### config.mk
export PLATFORM = sky130hd
export DESIGN_NAME = bcd_result_display
export DESIGN_NICKNAME = d
export VERILOG_FILES = /design/src/rtl/bcd_disp_pkg.sv /design/src/rtl/bcd_to_7seg.sv /design/src/rtl/bcd_result_display.sv
export SDC_FILE = /design/constraint.sdc
export NUM_CORES = 1
export LEC_CHECK = 0
export BUFFER_PORTS_ARGS = -buffer_cell sky130_fd_sc_hd__buf_2
export CAP_MARGIN = 20
export CORE_MARGIN = 8
export CORE_UTILIZATION = 54
export CTS_BUF_LIST = sky130_fd_sc_hd__clkbuf_16
export DETAILED_ROUTE_END_ITERATION = 8
export PLACE_DENSITY = 0.77
export SYNTH_ARGS = -nofsm -noshare
export SYNTH_HDL_FRONTEND = slang
export SYNTH_SLANG_ARGS = --single-unit
### constraint.sdc
create_clock -name clk -period 3.5 [get_ports clk]
set_input_delay 0.7 -clock clk [delete_from_list [all_inputs] [get_ports clk]]
set_output_delay 0.7 -clock clk [all_outputs]
set_load 0.02 [all_outputs]
### src/rtl/bcd_disp_pkg.sv
// Shared types and constants for the BCD result display: segment patterns,
// controller states and the per-digit 9's complement helper.
package bcd_disp_pkg;

    localparam logic [6:0] SEG_BLANK = 7'h7F;
    localparam logic [6:0] SEG_DASH  = 7'h3F;

    typedef enum logic {
        IDLE    = 1'b0,
        CONVERT = 1'b1
    } state_t;

    // Wraps for digits above 9; callers flag those as errors separately.
    function automatic logic [3:0] nines_comp(input logic [3:0] digit);
        return 4'd9 - digit;
    endfunction

endpackage

### src/rtl/bcd_to_7seg.sv
// Combinational BCD digit to active-low 7-segment pattern {g,f,e,d,c,b,a}.
// Non-decimal codes show a dash.
module bcd_to_7seg
    import bcd_disp_pkg::*;
(
    input  logic [3:0] digit_i,
    output logic [6:0] seg_o
);

    always_comb begin
        seg_o = SEG_DASH;
        case (digit_i)
            4'd0: seg_o = 7'b1000000;
            4'd1: seg_o = 7'b1111001;
            4'd2: seg_o = 7'b0100100;
            4'd3: seg_o = 7'b0110000;
            4'd4: seg_o = 7'b0011001;
            4'd5: seg_o = 7'b0010010;
            4'd6: seg_o = 7'b0000010;
            4'd7: seg_o = 7'b1111000;
            4'd8: seg_o = 7'b0000000;
            4'd9: seg_o = 7'b0010000;
            default: seg_o = SEG_DASH;
        endcase
    end

endmodule

### src/rtl/bcd_result_display.sv
// Captures a 10's-complement BCD adder result, converts it to sign-magnitude
// one digit per cycle, and scans it onto a 4-digit multiplexed display.
module bcd_result_display
    import bcd_disp_pkg::*;
#(
    parameter int REFRESH_DIV = 50000
) (
    input  logic        clk,
    input  logic        rst,
    input  logic        load,
    input  logic [15:0] D,
    input  logic        carryout,
    input  logic        add_sub,
    output logic        busy,
    output logic [15:0] mag,
    output logic        neg,
    output logic        ovf,
    output logic        err,
    output logic [3:0]  an,
    output logic [6:0]  seg
);

    localparam int PW = (REFRESH_DIV > 2) ? $clog2(REFRESH_DIV) : 1;
    localparam logic [PW-1:0] PRESC_LAST = PW'(REFRESH_DIV - 1);

    state_t      state_q, state_d;
    logic [15:0] d_q, d_d;
    logic [15:0] acc_q, acc_d;
    logic        comp_q, comp_d;
    logic        ovf_cand_q, ovf_cand_d;
    logic [1:0]  k_q, k_d;
    logic        c_q, c_d;
    logic        err_acc_q, err_acc_d;
    logic [15:0] mag_q, mag_d;
    logic        neg_q, neg_d, ovf_q, ovf_d, err_q, err_d;
    logic [PW-1:0] presc_q;
    logic [1:0]  idx_q;

    logic [3:0]  cur_digit, out_digit;
    logic [4:0]  t;
    logic        c_next, digit_bad, err_any;
    logic [15:0] acc_next;

    always_comb begin
        cur_digit = d_q[k_q*4 +: 4];
        digit_bad = (cur_digit > 4'd9);
        t         = {1'b0, nines_comp(cur_digit)} + {4'd0, c_q};
        out_digit = cur_digit;
        c_next    = c_q;
        if (comp_q) begin
            if (t == 5'd10) begin
                out_digit = 4'd0;
                c_next    = 1'b1;
            end else begin
                out_digit = t[3:0];
                c_next    = 1'b0;
            end
        end
        acc_next = acc_q;
        acc_next[k_q*4 +: 4] = out_digit;
        err_any  = err_acc_q | digit_bad;
    end

    always_comb begin
        state_d    = state_q;
        d_d        = d_q;
        acc_d      = acc_q;
        comp_d     = comp_q;
        ovf_cand_d = ovf_cand_q;
        k_d        = k_q;
        c_d        = c_q;
        err_acc_d  = err_acc_q;
        mag_d      = mag_q;
        neg_d      = neg_q;
        ovf_d      = ovf_q;
        err_d      = err_q;
        if (load) begin
            // Capture (or restart); displayed outputs stay as they are.
            state_d    = CONVERT;
            d_d        = D;
            acc_d      = '0;
            comp_d     = add_sub & ~carryout;
            ovf_cand_d = ~add_sub & carryout;
            k_d        = 2'd0;
            c_d        = 1'b1;
            err_acc_d  = 1'b0;
        end else if (state_q == CONVERT) begin
            acc_d     = acc_next;
            c_d       = c_next;
            err_acc_d = err_any;
            k_d       = k_q + 2'd1;
            if (k_q == 2'd3) begin
                state_d = IDLE;
                mag_d   = err_any ? 16'h0000 : acc_next;
                neg_d   = ~err_any & comp_q & (acc_next != 16'h0000);
                ovf_d   = ovf_cand_q;
                err_d   = err_any;
            end
        end
    end

    always_ff @(posedge clk) begin
        if (rst) begin
            state_q    <= IDLE;
            d_q        <= '0;
            acc_q      <= '0;
            comp_q     <= 1'b0;
            ovf_cand_q <= 1'b0;
            k_q        <= 2'd0;
            c_q        <= 1'b1;
            err_acc_q  <= 1'b0;
            mag_q      <= '0;
            neg_q      <= 1'b0;
            ovf_q      <= 1'b0;
            err_q      <= 1'b0;
        end else begin
            state_q    <= state_d;
            d_q        <= d_d;
            acc_q      <= acc_d;
            comp_q     <= comp_d;
            ovf_cand_q <= ovf_cand_d;
            k_q        <= k_d;
            c_q        <= c_d;
            err_acc_q  <= err_acc_d;
            mag_q      <= mag_d;
            neg_q      <= neg_d;
            ovf_q      <= ovf_d;
            err_q      <= err_d;
        end
    end

    // Scan timing is free-running and independent of the converter.
    always_ff @(posedge clk) begin
        if (rst) begin
            presc_q <= '0;
            idx_q   <= 2'd0;
        end else if (presc_q == PRESC_LAST) begin
            presc_q <= '0;
            idx_q   <= idx_q + 2'd1;
        end else begin
            presc_q <= presc_q + 1'b1;
        end
    end

    logic [6:0] dec_seg  [4];
    logic [6:0] disp_seg [4];

    for (genvar gi = 0; gi < 4; gi++) begin : g_digit
        logic blank;
        bcd_to_7seg u_dec (
            .digit_i (mag_q[gi*4 +: 4]),
            .seg_o   (dec_seg[gi])
        );
        if (gi == 0) begin : g_lsd
            assign blank = 1'b0;
        end else begin : g_upper
            assign blank = (mag_q[15:gi*4] == '0);
        end
        assign disp_seg[gi] = blank ? SEG_BLANK : dec_seg[gi];
    end

    assign an   = ~(4'b0001 << idx_q);
    assign seg  = err_q ? SEG_DASH : disp_seg[idx_q];
    assign busy = (state_q == CONVERT);
    assign mag  = mag_q;
    assign neg  = neg_q;
    assign ovf  = ovf_q;
    assign err  = err_q;

endmodule
==> flow_summary.yaml <==
status:
  status: "finished clean"
critical_path:
  rr_worst_depth: 15
  cp-end-kind: "register"
  critPathLaunchType: "register"
  crit_path_end: "g_digit[0].u_dec.seg_o[5]"
  critPathMaxFanout: 8
  cp-startpoint: "k_q[0]"
  rrSetupSlack_ns: 0.03
  r2r-start: "k_q[0]"
  critical_path_class: "reg -> reg"
  reg2reg_to: "g_digit[0].u_dec.seg_o[5]"
  critPathArrivalTime_ns: 3.75
  worstPathRequired_ns: 3.78
clock_tree:
  worstSkewPairLatency_ns: 0.35
  cts_buffers: 9
  cts_sinks: 104
  clockBufferDepth: 2
  cts_tree: "built"
  clkSlewWorstSetupHoldPaths_ns: 0.07
  cts_max_level: 3
  root_buffer: "clkbuf_16"
global_routing:
  grt_pass1_vias: 4378
  grt_pass1_wl_um: 21600
  grt.total_usage_pct: 20.3
  grt_remaining_overflow: 0
  antenna_found_initial: 0
  grt_max_degree: 31
floorplanning:
  rows: 36
  dieArea_sq_mm: 0.0135
  core-area_sq_mm: 0.00977
  die_w_um: 116
  io_pins: 52
  dieHeight_um: 116
  start_util_pct: 55.6
power:
  powerDensity_mw_per_mm2: 390
  p_switching_mw: 0.603
  power_frac_seq_pct: 49.6
  p_leak_nw: 2.73
  combPwrFrac_pct: 9.1
  p_clk_share_pct: 41.3
  vdd_drop_max_mv: 0.302
  intPower_mw: 1.85
  p_sw_share_pct: 24.6
timing:
  worst_pin_slew_ns: 0.785
  clock.fmax_mhz: 288
  fin_crit_ns: 3.47
  post-route-period-util_pct: 99.1
  setup_tns_ns: 0
  slew_viol_final: 0
  slew_headroom_pct: 47.1
  rsz0062_at_grt: "yes"
  hold_viol_final: 0
  setup-violations-final: 0
  fin_ws_ns: 0.0326
  clock_skew_ns: 0.00721
yosys:
  ys_seq_area_share_pct: 38.3
  avgSynthCellArea_sq_um: 9.26
  async_flop_share_pct: 0
  syn-num-nets: 643
  synth_cells: 587
  yosysUniqueCellTypes: 69
  yosys_register_bits: 104
  synth_edf_count: 0
  yosysWarningCount: 0
  synth_flop_cell: "dfxtp_1"
  syn_area_sq_mm: 0.00544
layout:
  final_cells: 787
  final_cell_mix: "dfxtp_1 (103), nor2_1 (67), buf_2 (51)"
  nNetsFinal: 705
  antenna_cells: 0
  mostFrequentLayoutCell: "dfxtp_1"
  fill_cells: 776
  drive_above_1_share_pct: 19.6
  syn2layout_area_growth_pct: 15.4
  finalCoreUtilization_pct: 64.2
  ff_latch_area_sq_mm: 0.00208
  multi_input_area_sq_mm: 0.00314
placement:
  gp_congestion: 0.901
  dpl.cell_count: 770
  io_buffers: 51
  dpl.hpwl_um: 9940
  dp_slack_ns: -0.0456
detailed_routing:
  drt_iter0_drc: 433
  wl_um: 13600
  via_count: 4600
  final_antenna_net_count: 0
  post-route-drc-count: 0
  post_drt_wl_per_cell_um: 17.2
  first_pass_iters: 6
  viasPerCell: 5.84
min_path:
  hold_path.class: "reg -> reg"
run:
  cap_viol_max_count: 0
stage by stage:
| step | total power, mW | hold slack (ns) | instance area [sq um] |
|---|---|---|---|
| after floorplan | 1.38 | 0.430 | 5440 |
| after detailed placement | 1.45 | 0.450 | 5920 |
| after global routing | 2.53 | 0.496 | 6270 |
| final | 2.45 | 0.459 | 6270 |
| after global placement | 1.44 | 0.440 | 5920 |
| after CTS | 2.45 | 0.461 | 6220 |
logic make-up after synthesis:
group / share of synthesized area [%]
and+or+nand+nor: 18.0
AOI/OAI and AO/OA: 17.8
DFF: 38.3
buffers and inverters: 4.81
muxes: 9.99
adders and majority gates: 8.06
xor gates and xnor gates: 3.04
flip-flops by register name, indices dropped and copies added (netlist names):
name / count
comp_q: 1
ovf_cand_q: 1
d_q: 16
c_q: 1
busy: 1
idx_q: 2
neg: 1
g_digit.u_dec.seg_o: 28
presc_q: 16
ovf: 1
k_q: 2
acc_q: 16
err: 1
mag: 16
err_acc_q: 1
cell type report:
type | count | area share, %
clock buffers | 9 | 3.59
clock inverters | 7 | 1.14
inverters | 41 | 2.45
multi-input cells | 418 | 50.0
flip-flops and latches | 104 | 33.2
well taps | 133 | 2.65
repair buffers | 75 | 6.94
power groups by stage:
stage,combinational [mW],sequential (mW),clock [mW]
after floorplan,0.147,1.24,0
after global placement,0.200,1.24,0
after detailed placement,0.208,1.24,0
after CTS,0.211,1.21,1.02
after global routing,0.237,1.22,1.08
final,0.222,1.21,1.01
synthesized netlist by cell type, drive strengths merged (5+ instances only):
library cell    n  area [sq um]
a22oi          13           103
nand4           5          31.3
clkbuf         17          63.8
buf             7          43.8
a31oi          11          68.8
dfxtp         104          2080
xnor2          10          95.1
nand3b         13          97.6
a32oi           7          61.3
ha             35           438
o221ai         15           131
a21oi          20           111
a22o           12           105
inv            40           150
or2             6          40.1
o21a            5          45.0
nand2b          9          56.3
o21ai          13          68.8
nor4            7          88.8
and3            9          56.3
mux2i          43           430
xor2            8          70.1
nand2          42           160
nor2           68           258
nand3           9          45.0
nor3            5          36.3
worst min path at each step:
stage          startpoint          to  slack [ns]  depth (start not counted)
6_report       ovf_cand_q         ovf        0.46                          2
2_1_floorplan  presc_q[0]  presc_q[0]        0.43                          1
3_3_place_gp   presc_q[0]  presc_q[0]        0.44                          1
3_5_place_dp   ovf_cand_q         ovf        0.45                          2
5_1_grt               ovf         ovf        0.50                          2
4_1_cts               ovf         ovf        0.46                          2
worst max-delay path, cell delays in order (launching register included):
cell,delay (ns)
dfxtp_2,0.37
buf_4,0.17
mux4_2,0.50
inv_1,0.09
ha_2,0.22
ha_1,0.21
xor2_1,0.28
buf_4,0.21
o311ai_0,0.11
mux2i_1,0.22
o21ai_2,0.13
a21oi_4,0.25
inv_1,0.11
ha_1,0.23
a21o_1,0.17
mux2i_1,0.12
what timing repair did:
item                                    CTS  global route
endpoints found under the setup margin    6            23
hold buffers                              0             0
pin swaps                                 0             2
resized for setup                         2            12
buffers inserted                          0             1
routing by layer:
metal | routed length [um] | track usage (%) | up-vias
li1 | - | - | 2231
met5 | 0 | 0 | -
met4 | 346 | 7.78 | 0
met1 | 5640 | 23.9 | 2166
met2 | 6700 | 34.9 | 166
met3 | 869 | 5.02 | 37
(Power assumes the default switching activity.)
